===== src/rtl/wash_program_timer.sv =====
// ============================================================================
// Module   : wash_program_timer
// Purpose  : Power-on/finish countdowns and wash/rinse/spin phase sequencing
//            for the washing-machine controller. Optional: WM_DOUBLE_RINSE_EN
// Revision : 1.0 - initial release
// ============================================================================
`default_nettype none

module wash_program_timer #(
    parameter int INIT_SEC   = 3,
    parameter int FINISH_SEC = 4,
    parameter int WASH_SEC   = 6,
    parameter int RINSE_SEC  = 4,
    parameter int SPIN_SEC   = 3
) (
    input  logic       cp,
    input  logic       reset,
    input  logic       tick,
    input  logic [2:0] state,
    input  logic [1:0] mode,
    output logic [2:0] initTime,
    output logic [2:0] finishTime,
    output logic       hadFinish,
    output logic [1:0] phase,
    output logic [9:0] remain
);

    localparam logic [2:0] ST_SHUTDOWN = 3'd0;
    localparam logic [2:0] ST_BEGIN    = 3'd1;
    localparam logic [2:0] ST_SET      = 3'd2;
    localparam logic [2:0] ST_RUN      = 3'd3;
    localparam logic [2:0] ST_FINISH   = 3'd6;

    localparam logic [1:0] PH_IDLE  = 2'd0;
    localparam logic [1:0] PH_WASH  = 2'd1;
    localparam logic [1:0] PH_RINSE = 2'd2;
    localparam logic [1:0] PH_SPIN  = 2'd3;

    localparam logic [1:0] PROG_FULL = 2'd0;
    localparam logic [1:0] PROG_SPIN = 2'd2;

    localparam logic [2:0] INIT_VAL   = 3'(INIT_SEC);
    localparam logic [2:0] FINISH_VAL = 3'(FINISH_SEC);
    localparam logic [7:0] W_LEN      = 8'(WASH_SEC);
    localparam logic [7:0] R_LEN      = 8'(RINSE_SEC);
    localparam logic [7:0] S_LEN      = 8'(SPIN_SEC);

    // Program steps: 0 wash, 1 rinse, 2 second rinse, 3 spin; 4 means none.
    localparam logic [2:0] STEP_NONE = 3'd4;
`ifdef WM_DOUBLE_RINSE_EN
    localparam bit DOUBLE_RINSE = 1'b1;
`else
    localparam bit DOUBLE_RINSE = 1'b0;
`endif

    logic [2:0] initTime_q, initTime_d;
    logic [2:0] finishTime_q, finishTime_d;
    logic       hadFinish_q, hadFinish_d;
    logic [1:0] phase_q, phase_d;
    logic [9:0] remain_q, remain_d;
    logic [7:0] cnt_q, cnt_d;
    logic [1:0] prog_q, prog_d;
    logic       pass_d;
    logic       pass_w;

    function automatic logic [7:0] f_step_len(input logic [2:0] s);
        case (s)
            3'd0:         f_step_len = W_LEN;
            3'd1, 3'd2:   f_step_len = R_LEN;
            3'd3:         f_step_len = S_LEN;
            default:      f_step_len = 8'd0;
        endcase
    endfunction

    function automatic logic f_step_used(input logic [1:0] prog, input logic [2:0] s);
        case (s)
            3'd0:    f_step_used = (prog == PROG_FULL);
            3'd1:    f_step_used = (prog != PROG_SPIN);
            3'd2:    f_step_used = (prog != PROG_SPIN) && DOUBLE_RINSE;
            3'd3:    f_step_used = 1'b1;
            default: f_step_used = 1'b0;
        endcase
    endfunction

    // First included, nonzero-length step at or after 'from'.
    function automatic logic [2:0] f_next_step(input logic [1:0] prog, input logic [2:0] from);
        logic [2:0] res;
        res = STEP_NONE;
        for (int s = 3; s >= 0; s--) begin
            if (s >= int'(from) && f_step_used(prog, 3'(s)) && f_step_len(3'(s)) != 8'd0)
                res = 3'(s);
        end
        return res;
    endfunction

    function automatic logic [9:0] f_total(input logic [1:0] prog);
        logic [9:0] sum;
        sum = 10'd0;
        for (int s = 0; s < 4; s++) begin
            if (f_step_used(prog, 3'(s)))
                sum = sum + {2'b00, f_step_len(3'(s))};
        end
        return sum;
    endfunction

    function automatic logic [1:0] f_step_phase(input logic [2:0] s);
        case (s)
            3'd0:       f_step_phase = PH_WASH;
            3'd1, 3'd2: f_step_phase = PH_RINSE;
            3'd3:       f_step_phase = PH_SPIN;
            default:    f_step_phase = PH_IDLE;
        endcase
    endfunction

`ifdef WM_DOUBLE_RINSE_EN
    logic pass_q;
    assign pass_w = pass_q;
    always_ff @(posedge cp) begin
        if (reset) pass_q <= 1'b0;
        else       pass_q <= pass_d;
    end
`else
    assign pass_w = 1'b0;
`endif

    always_ff @(posedge cp) begin
        if (reset) begin
            initTime_q   <= INIT_VAL;
            finishTime_q <= FINISH_VAL;
            hadFinish_q  <= 1'b0;
            phase_q      <= PH_IDLE;
            remain_q     <= 10'd0;
            cnt_q        <= 8'd0;
            prog_q       <= PROG_FULL;
        end else begin
            initTime_q   <= initTime_d;
            finishTime_q <= finishTime_d;
            hadFinish_q  <= hadFinish_d;
            phase_q      <= phase_d;
            remain_q     <= remain_d;
            cnt_q        <= cnt_d;
            prog_q       <= prog_d;
        end
    end

    logic [2:0] cur_step;
    logic [2:0] step_sel;
    logic [7:0] cnt_cur;
    logic       active;

    always_comb begin
        initTime_d   = initTime_q;
        finishTime_d = (state == ST_FINISH) ? finishTime_q : FINISH_VAL;
        hadFinish_d  = hadFinish_q;
        phase_d      = phase_q;
        remain_d     = remain_q;
        cnt_d        = cnt_q;
        prog_d       = prog_q;
        pass_d       = pass_w;
        step_sel     = STEP_NONE;
        cnt_cur      = cnt_q;
        active       = 1'b0;
        case (phase_q)
            PH_WASH:  cur_step = 3'd0;
            PH_RINSE: cur_step = pass_w ? 3'd2 : 3'd1;
            PH_SPIN:  cur_step = 3'd3;
            default:  cur_step = 3'd0;
        endcase

        case (state)
            ST_SHUTDOWN: begin
                initTime_d  = INIT_VAL;
                hadFinish_d = 1'b0;
                phase_d     = PH_IDLE;
                remain_d    = 10'd0;
                pass_d      = 1'b0;
            end
            ST_BEGIN: begin
                if (tick && initTime_q != 3'd0)
                    initTime_d = initTime_q - 3'd1;
            end
            ST_SET: begin
                prog_d      = (mode == 2'd3) ? PROG_FULL : mode;
                remain_d    = f_total(prog_d);
                phase_d     = PH_IDLE;
                hadFinish_d = 1'b0;
                pass_d      = 1'b0;
            end
            ST_RUN: begin
                // Select the step that owns this cycle; a load and a tick may share an edge.
                if (phase_q == PH_IDLE) begin
                    if (!hadFinish_q) begin
                        step_sel = f_next_step(prog_q, 3'd0);
                        active   = (step_sel != STEP_NONE);
                        cnt_cur  = f_step_len(step_sel);
                        if (!active)
                            hadFinish_d = 1'b1;
                    end
                end else if (cnt_q == 8'd0) begin
                    step_sel = f_next_step(prog_q, cur_step + 3'd1);
                    active   = (step_sel != STEP_NONE);
                    cnt_cur  = f_step_len(step_sel);
                    if (!active) begin
                        phase_d     = PH_IDLE;
                        hadFinish_d = 1'b1;
                    end
                end else begin
                    step_sel = cur_step;
                    active   = 1'b1;
                end

                if (active) begin
                    phase_d = f_step_phase(step_sel);
                    pass_d  = (step_sel == 3'd2);
                    cnt_d   = cnt_cur;
                    if (tick) begin
                        cnt_d = cnt_cur - 8'd1;
                        if (remain_q != 10'd0)
                            remain_d = remain_q - 10'd1;
                        if (cnt_cur == 8'd1 && f_next_step(prog_q, step_sel + 3'd1) == STEP_NONE) begin
                            phase_d     = PH_IDLE;
                            pass_d      = 1'b0;
                            hadFinish_d = 1'b1;
                        end
                    end
                end
            end
            ST_FINISH: begin
                if (tick && finishTime_q != 3'd0)
                    finishTime_d = finishTime_q - 3'd1;
            end
            default: ; // pause, error and code 7 hold everything
        endcase
    end

    always_comb begin
        initTime   = initTime_q;
        finishTime = finishTime_q;
        hadFinish  = hadFinish_q;
        phase      = phase_q;
        remain     = remain_q;
    end

endmodule

`default_nettype wire


===== config.mk =====
export PLATFORM = sky130hd
export DESIGN_NAME = wash_program_timer
export DESIGN_NICKNAME = d
export VERILOG_FILES = /design/src/rtl/wash_program_timer.sv
export SDC_FILE = /design/constraint.sdc
export NUM_CORES = 1
export LEC_CHECK = 0
export ABC_AREA = 0
export CORE_MARGIN = 1.5
export CORE_UTILIZATION = 59
export DETAILED_ROUTE_END_ITERATION = 8
export PLACE_DENSITY = 0.85
export RECOVER_POWER = 25
export SYNTH_ARGS = -nofsm -noshare
export SYNTH_HDL_FRONTEND = slang
export SYNTH_SLANG_ARGS = --single-unit

===== constraint.sdc =====
create_clock -name cp -period 4.15 [get_ports cp]
set_input_delay 0.83 -clock cp [delete_from_list [all_inputs] [get_ports cp]]
set_output_delay 0.83 -clock cp [all_outputs]
set_load 0.005 [all_outputs]

# Word-level counts from Yosys, hierarchy flattened
# Index checks and enable logic that the tools add are counted.
[totals]
ff_bits = 29
latchBits = 0
inputBits = 8
ramBits = 0
output_inout_bits = 19
rom_bits = 0
memories = 0
elab_cells = 251
[op_classes]
n_mul = 0
magnitude_cmp = 8
add_sub_neg = 9
bitwise = 0
n_div = 0
eq_ne = 29
reduce_logical = 54
n_mux = 144
n_shift = 0
[ops]
columns = ["cell", "count"]
rows = [
  ["$mux 8", 38],
  ["$mux 10", 9],
  ["$mux 3", 30],
  ["$reduce_bool 8->1", 9],
  ["$mux 1", 52],
  ["$add 10x8->10", 3],
  ["$pmux 10 s3", 1],
  ["$eq 3x2->1 const B", 8],
  ["$logic_and 1x1->1", 23],
  ["$pmux 3 s3", 2],
  ["$ne 3x3->1 const B", 5],
  ["$mux 2", 7],
  ["$eq 3x1->1 const B", 4],
  ["$ge 1x3->1 const A", 4],
  ["$ge 2x3->1 const A", 4],
  ["$logic_not 3->1", 4],
  ["$ne 2x2->1 const B", 6],
  ["$reduce_bool 10->1", 1],
  ["$sub 10x1->10 const B", 1],
  ["$reduce_bool 3->1", 3],
  ["$eq 8x1->1 const B", 1],
  ["$logic_not 8->1", 1],
  ["$pmux 2 s2", 2],
  ["$reduce_and 4->1", 2],
  ["other kinds (12)", 24],
]

# Logic depth before layout (Yosys ltp)
# Gate-level depths: netlist of run 1.
[depth]
word_depth = 34
mapped_depth = 12

# Worst setup path after synthesis of run 1
# Ideal clock, no wire load.
[synth_path]
kind = "register -> register"
startpoint = "register cnt_q[3]"
endpoint = "register phase_q[0], in the netlist phase[0]"
path_stages_with_launch = 12
n_path_buf = 1
arrival_ns = 2.483
setup_slack_ns = 1.549
period_less_slack_ns = 2.601
required_time_ns = 4.033
cell_sequence = "dfxtp_1 > or4_1 > buf_2 > o21ai_0 > o21ai_0 > o31ai_1 > ha_1 > ha_1 > nand2_1 > a21oi_1 > nand3b_1 > a32o_1"
[synth_via]
elab_chain_len = 21
elab_cells_between_ends = 48
[synth_rtl]
columns = ["item", "line_no", "rtl"]
rows = [
  ["start, declared", "61", "logic [7:0] cnt_q, cnt_d;"],
  ["start signal, assigned", "141", "cnt_q <= cnt_d;"],
  ["$logic_not 8->1", "199", "end else if (cnt_q == 8'd0) begin"],
  ["$mux 3", "199", ""],
  ["$mux 3", "191", "if (phase_q == PH_IDLE) begin"],
  ["$mux 3", "170", "case (state)"],
  ["$add 3x1->3", "220", "if (cnt_cur == 8'd1 && f_next_step(prog_q, step_sel + 3'd1) == STEP_NONE) begin"],
  ["$ge 2x3->1", "90", "if (s >= int'(from) && f_step_used(prog, 3'(s)) && f_step_len(3'(s)) != 8'd0)"],
  ["$logic_and 1x1->1 (2 in series)", "90", ""],
  ["$mux 3 (4 in series)", "90", ""],
  ["$mux 3", "216", "if (tick) begin"],
  ["$mux 3", "212", "if (active) begin"],
  ["$mux 3", "170", ""],
  ["$eq 3x3->1", "220", ""],
  ["$logic_and 1x1->1", "220", ""],
  ["$mux 2", "220", ""],
  ["$mux 2", "216", ""],
  ["$mux 2", "212", ""],
  ["$pmux 2 s2", "170", ""],
  ["end signal, assigned", "139", "phase_q <= phase_d;"],
  ["end, declared", "59", "logic [1:0] phase_q, phase_d;"],
]
# Parallel ways exist; a longest one is shown, timed or not. The select of a mux whose other input is x is not followed.
# A chain may end at the register's enable or synchronous reset.

# Worst setup path in the final report of run 1
# Same ends and word-level chain as after synthesis.

==> summary.md, run 1 <==
- cell chosen for the clock root: clkbuf_4
- pin count of the biggest net entering global routing: 19
- clk buf depth: 2
- Critical Path Slowest Stage Cell: or4_1
- startpoint kind of the worst setup timing path: register
- relative slew slack: 0.553
- nets: 292
- Hold WC Path Type: register to register
- crit path cell chain: or4_1 > o21ai_0 > o21ai_0 > o31ai_1 > ha_1 > ha_1 > nand2_1 > a21oi_1 > nand3b_1 > a32o_1
- first-pass GRT wire length: 7400 µm
- overall die area: 3720 µm²
- setup slack of the critical path after layout: 1.18 ns
- dominant combinational cell family by area after synthesis: simple AND/OR/NAND/NOR gates
- post-synthesis cell count: 245
- dominant synthesized flop cell: dfxtp_1
- Post-Route WL: 4480 µm
- clock tree from TritonCTS: done
- average size of a mapped cell: 8.11 µm²
- setup repair after global routing missed its margin: false
- nets in the synthesized netlist: 269
- vias in the first global route: 1653
- minimum setup slack after placement: 1.08 ns
- count of final setup violators: 0
- final hold viol count: 0
- synth-to-layout area growth: 17.9%
- clock latency at the later pin of the worst-skew pair: 0.34 ns
- length of the first detailed-routing pass in iterations: 4
- number of violations of the max-capacitance limit: 0
- critical path buffer and inverter count: 0
- CTS sink count: 29
- ratio of routed vias to standard cells: 5.94
- post-CTS setup buffers: 0
- worst min-delay path startpoint: cnt_q[7]$_SDFFE_PP0P_
- crit-path max cell delay: 0.69 ns
- critical path launch point: cnt_q[3]$_SDFFE_PP0P_
- clock transition at the registers of the reported paths: 0.09 ns
- Async SR Flop Fraction: 0
- H-tree depth: 2
- Core ar.: 3130 µm²
- synth unique cells: 54
- area share of and/or/nand/nor cells after synthesis: 0.283
- Initial Util: 0.635
- number of routed nets with antenna violations: 0
- Setup Total Neg Slack: 0 ns
- Reg2Reg Launch Point: cnt_q[3]$_SDFFE_PP0P_
- XOR/XNOR Fraction of Synth Area: 0.0397
- achievable frequency: 337 MHz
- Congestion Overflow GR: 0
- library cell occupying the most area in the post-synthesis netlist: dfxtp_1
- Die Span X: 61.0 µm
- total routing usage reported by global routing: 0.267
- Finished Core Util: 0.749
- number of warnings printed during yosys synthesis: 0
- post-synthesis sequential element count: 29
- sequential fraction of the synthesis area: 0.292
- share of cell area taken by muxes after synthesis: 0.00504
- share of the clock period used by the worst path after layout: 0.716
- final RePlAce weighted congestion: 0.826
- critical path required time: 4.39 ns
- layout cell share with drive strength beyond 1: 0.0669
- kind of cell adding the most delay to the critical path: compound AO/OA/AOI/OAI gates
- Die H: 61.0 µm
- compound-gate portion of the synthesized area: 0.218
- result of the run: finished, final reports clean
- Yosys top cell area share: 0.292
- most area-consuming cells after synthesis: dfxtp_1, ha_1, nor2_1
- antenna violations before repair: 0
- EDFF count, synth: 0
- average wire length per cell after detail routing: 14.3 µm
- Worst Clk Skew: 0.0115 ns
- Setup CP Type: register to register
- I/O pin total: 27
- power density over cell area: 279 nW/µm²
- fin crit period: 2.97 ns
- IR drop worst, VDD: 227 µV
- Pleak: 0.926 nW
- count of standard-cell rows: 20
- critical path peak fanout: 9
- clock buffer count from CTS: 5
- Crit path arrival time: 3.21 ns
- count of hold buffers inserted by post-cts repair: 0
- port buffer count: 26
- Worst Max-Slew Pin Slew: 0.663 ns
- post-synthesis adder-cell area fraction: 0.101
- diodes inserted: 0
- vias after detailed routing: 1858
- HPWL Detailed: 3270 µm
- Worst setup EP type: register
- DRC violation count after routing: 0
- Detailed Route Iter0 Violations: 132
- post-cts resize count: 0
- Cell Area, Synth: 1990 µm²
- count of pins over their slew limit: 0
## routing by layer
layer  track usage  wire length (µm)  vias up
met5             0                 0        -
met4        0.0745                78        0
met3        0.0777               209       11
met2         0.444              2200       48
met1         0.338              2000      867
li1              -                 -      932
## cell usage in the layout, fill, tap and decap left out, types with 3 or more instances in the layout
cell type | synthesis | final
nand2_1 | 16 | 16
nor3_1 | 9 | 9
nand4_1 | 3 | 3
o31ai_1 | 3 | 3
nand2b_1 | 6 | 6
clkdlybuf4s50_1 | 0 | 19
xor2_1 | 4 | 4
o211ai_1 | 6 | 6
a21oi_1 | 12 | 12
o21ai_0 | 13 | 13
dlygate4sd3_1 | 0 | 7
nor2b_1 | 5 | 5
or3_1 | 9 | 9
a211oi_1 | 4 | 4
clkbuf_4 | 0 | 5
ha_1 | 16 | 16
dfxtp_1 | 29 | 29
a31oi_1 | 3 | 3
xnor2_1 | 5 | 5
nor2_1 | 25 | 25
nor4_1 | 4 | 4
inv_1 | 17 | 17
or4_1 | 5 | 5
nand3b_1 | 3 | 3
## flip-flops by register name (all words and copies together) (netlist names)
register / count
remain: 10
initTime: 3
phase: 2
cnt_q: 8
hadFinish: 1
finishTime: 3
prog_q: 2
## Yosys cell counts (5+ instances only)
library cell	instances
nor2b_1	5
dfxtp_1	29
ha_1	16
clkbuf_1	5
nand2b_1	6
or3_1	9
inv_1	17
nor3_1	9
o211ai_1	6
nand2_1	16
xnor2_1	5
or4_1	5
a21oi_1	12
o21ai_0	13
buf_2	5
nor2_1	25
## path summary, 6_finish.rpt
check	to	slack [ns]	cells past startpoint
min	cnt_q[7]$_SDFFE_PP0P_	0.46	2
min reg2reg	cnt_q[7]$_SDFFE_PP0P_	0.46	2
max reg2reg	phase[0]$_SDFFE_PP0P_	1.18	10
max	phase[0]$_SDFFE_PP0P_	1.18	10
## where the power goes
part           internal, mW  leakage (nW)  total [mW]  switching (mW)
Sequential            0.285         0.235       0.295         0.00909
Clock                 0.143        0.0445       0.250           0.107
Combinational        0.0495         0.647       0.110          0.0606
Total                 0.478         0.926       0.654           0.176
## cell families after synthesis
| kind of cell | after synthesis |
|---|---|
| AO/OA/AOI/OAI | 60 |
| AND/OR/NAND/NOR | 101 |
| flip-flops | 29 |
| XOR/XNOR | 9 |
| adder cells (fa/ha/maj) | 16 |
| buffers and inverters | 29 |
| multiplexers | 1 |
## cell type report
class,instances,area (µm²)
Timing Repair Buffer,27,268
Multi-Input combinational cell,187,1280
Clock inverter,2,37.5
Inverter,18,67.6
Fill cell,246,785
Tap cell,44,55.1
Clock buffer,6,51.3
Sequential cell,29,581
## stage by stage
stage / instance area (µm²) / instances / hold slack (ns) / power [mW]
floorplan: 1990 / 245 / 0.417 / 0.374
global placement: 2250 / 305 / 0.429 / 0.408
detailed placement: 2250 / 305 / 0.435 / 0.410
CTS: 2340 / 313 / 0.448 / 0.656
global route: 2340 / 313 / 0.485 / 0.686
finish: 2340 / 313 / 0.457 / 0.654
## worst min-delay path: stages, from the launching register on
cell and delay [ns]:
dfxtp_1 0.33, nand2_1 0.06, a21oi_1 0.03
Note: power is estimated with default switching activity, not from simulation.
==> run 2: changes to the inputs <==
--- a/config.mk
+++ b/config.mk
@@ -7,9 +7,9 @@
 export LEC_CHECK = 0
 export ABC_AREA = 0
 export CORE_MARGIN = 1.5
-export CORE_UTILIZATION = 59
+export CORE_UTILIZATION = 55
 export DETAILED_ROUTE_END_ITERATION = 8
-export PLACE_DENSITY = 0.85
+export PLACE_DENSITY = 0.8
 export RECOVER_POWER = 25
 export SYNTH_ARGS = -nofsm -noshare
 export SYNTH_HDL_FRONTEND = slang
==> constraint.sdc (replaced) <==
create_clock -name cp -period 2.8 [get_ports cp]
set_input_delay 0.56 -clock cp [delete_from_list [all_inputs] [get_ports cp]]
set_output_delay 0.56 -clock cp [all_outputs]
set_load 0.005 [all_outputs]
==> run 2 against run 1 <==
First-iteration DRC count rose by 24%; combinational power rose by 60%; clock skew fell by 0.0052 ns; global-route usage fell by 2.0 points; register-to-register slack got worse by 1.0 ns; flip-flop and latch count did not move; via count rose by 2.9%; design area rose by 3.5%; routed wire length rose by 0.56%; clock-buffer cell count rose by 1; sequential share of layout area fell by 0.84 points.
==> summary.md, run 2 (same netlist as run 1, synthesis figures left out) <==
- share of the clock period used by the worst path after layout: 0.943, was 0.716
- Reg2Reg Launch Point: cnt_q[3]$_SDFFE_PP0P_, unchanged
- Die Span X: 63.1 µm, was 61.0 µm
- port buffer count: 26, unchanged
- Core ar.: 3390 µm², was 3130 µm²
- relative slew slack: 0.490, was 0.553
- clock transition at the registers of the reported paths: 0.09 ns, about the same
- clk buf depth: 2, unchanged
- vias after detailed routing: 1911, was 1858
- Worst Clk Skew: 0.00633 ns, was 0.0115 ns
- nets: 306, was 292
- most used cells in the layout excluding fill and tap cells: dfxtp_1, nor2_1, clkdlybuf4s50_1, unchanged
- IR drop worst, VDD: 343 µV, was 227 µV
- Crit path arrival time: 2.88 ns, was 3.21 ns
- startpoint kind of the worst setup timing path: register, unchanged
- number of violations of the max-capacitance limit: 0, unchanged
- antenna violations before repair: 0, unchanged
- ratio of routed vias to standard cells: 5.83, was 5.94
- HPWL Detailed: 3370 µm, was 3270 µm
- Die H: 63.1 µm, was 61.0 µm
- Initial Util: 0.586, was 0.635
- critical path required time: 3.04 ns, was 4.39 ns
- most common cell after layout, fill and taps aside: dfxtp_1, unchanged
- Hold WC Path Type: register to register, unchanged
- Post-Layout Inst Area: 2430 µm², was 2340 µm²
- clock latency at the later pin of the worst-skew pair: 0.34 ns, about the same
- count of pins over their slew limit: 0, unchanged
- diodes inserted: 0, unchanged
- clock tree from TritonCTS: done, unchanged
- I/O pin total: 27, unchanged
- Setup CP Type: register to register, unchanged
- critical path launch point: cnt_q[3]$_SDFFE_PP0P_, unchanged
- count of placed standard cells including taps: 320, was 305
- pin count of the biggest net entering global routing: 18, was 19
- CTS sink count: 29, unchanged
- count of final setup violators: 0, unchanged
- length of the first detailed-routing pass in iterations: 4, unchanged
- final RePlAce weighted congestion: 0.850, was 0.826
- Worst Max-Slew Pin Slew: 0.757 ns, was 0.663 ns
- final hold viol count: 0, unchanged
- area after detailed placement: 2350 µm², was 2250 µm²
- Detailed Route Iter0 Violations: 164, was 132
- count of standard-cell rows: 21, was 20
- critical path peak fanout: 6, was 9
- Pleak: 0.981 nW, was 0.926 nW
- power density over cell area: 362 nW/µm², was 279 nW/µm²
- H-tree depth: 2, unchanged
- worst slack on hold paths: 0.448 ns, was 0.457 ns
- synth-to-layout area growth: 22.1%, was 17.9%
- first-pass GRT wire length: 7820 µm, was 7400 µm
- result of the run: finished, final reports clean, unchanged
- achievable frequency: 379 MHz, was 337 MHz
- Worst setup EP type: register, unchanged
- layout cell share with drive strength beyond 1: 0.113, was 0.0669
- average wire length per cell after detail routing: 13.7 µm, was 14.3 µm
- flip-flop count of the largest register after layout: 10, unchanged
- Congestion Overflow GR: 0, unchanged
- overall die area: 3980 µm², was 3720 µm²
- Non-Filler Instances: 328, was 313
- Post-Route WL: 4510 µm, was 4480 µm
- number of routed nets with antenna violations: 0, unchanged
- cell chosen for the clock root: clkbuf_4, unchanged
- Setup Total Neg Slack: 0 ns, unchanged
- total routing usage reported by global routing: 0.247, was 0.267
- clock buffer count from CTS: 5, unchanged
- DRC violation count after routing: 0, unchanged
- vias in the first global route: 1783, was 1653
- post-layout total power: 0.878 mW, was 0.654 mW
- worst min-delay path startpoint: cnt_q[7]$_SDFFE_PP0P_, unchanged
- fin crit period: 2.64 ns, was 2.97 ns
[run 2: cell count changes in the layout (fill, tap and decap cells not counted)]
cell,delta
buf_4,+13
or4_4,+1
o21ai_2,+1
a211oi_2,+1
bufinv_16,-1
clkbuf_1,+2
a211oi_1,-1
o21ai_0,-1
clkinvlp_4,-1
or4_1,-1
[run 2: report_power, final]
group | internal, mW | leakage (nW) | switching, mW
Clock | 0.118 | 0.0314 | 0.150
Combinational | 0.0825 | 0.715 | 0.0936
Sequential | 0.423 | 0.235 | 0.0108
Total | 0.624 | 0.981 | 0.254
[run 2: area by class of cell]
cell class	instances	area, µm²
fillers	282	963
flip-flops and latches	29	581
repair buffers	41	369
inverters	18	67.6
clock buffers	7	55.1
well taps	46	57.6
multi-input cells	187	1300
[run 2: final timing paths]
kind	endpoint	slack (ns)	cells past startpoint
min reg2reg	cnt_q[7]$_SDFFE_PP0P_	0.45	2
max reg2reg	phase[0]$_SDFFE_PP0P_	0.16	10
max	phase[0]$_SDFFE_PP0P_	0.16	10
min	cnt_q[7]$_SDFFE_PP0P_	0.45	2
[run 2: critical path: stages, from the launching register on]
cell	delay (ns)
dfxtp_1	0.35
or4_4	0.58
buf_4	0.18
nor3_1	0.24
nor2_1	0.12
ha_1	0.24
ha_1	0.28
nand2_1	0.05
a21oi_1	0.11
nand3b_1	0.13
a32o_1	0.26
[run 2: timing repair]
action | in CTS | in global routing
hold buffers | 0 | 0
buffers inserted | 0 | 1
resized for setup | 1 | 3
pin swaps | 0 | 1
hold endpoints to repair | 0 | 0
setup endpoints to repair | 2 | 5
[run 2: layer usage]
| metal | global-route usage | part of all wire |
|---|---|---|
| met4 | 0.106 | 0.018 |
| met2 | 0.408 | 0.48 |
| met5 | 0 | 0 |
| met3 | 0.0643 | 0.047 |
| met1 | 0.302 | 0.46 |
[run 2: metrics by stage]
step                 util  worst slack (ns)
finish              0.716             0.161
global route        0.716          -0.00644
CTS                 0.711            0.0858
detailed placement  0.695        -0.0000875
global placement    0.695             0.125
floorplan               -             0.199
==> run 3: changes to the inputs <==
==> constraint.sdc (replaced) <==
create_clock -name cp -period 2.8 [get_ports cp]
set_input_delay 0.56 -clock cp [delete_from_list [all_inputs] [get_ports cp]]
set_output_delay 0.56 -clock cp [all_outputs]
set_load 0.01 [all_outputs]
==> results of run 3 <==
The final DEF is identical to that of run 2. Status: finished, final reports clean.
Among the figures that moved: total power 0.878 mW -> 0.881 mW
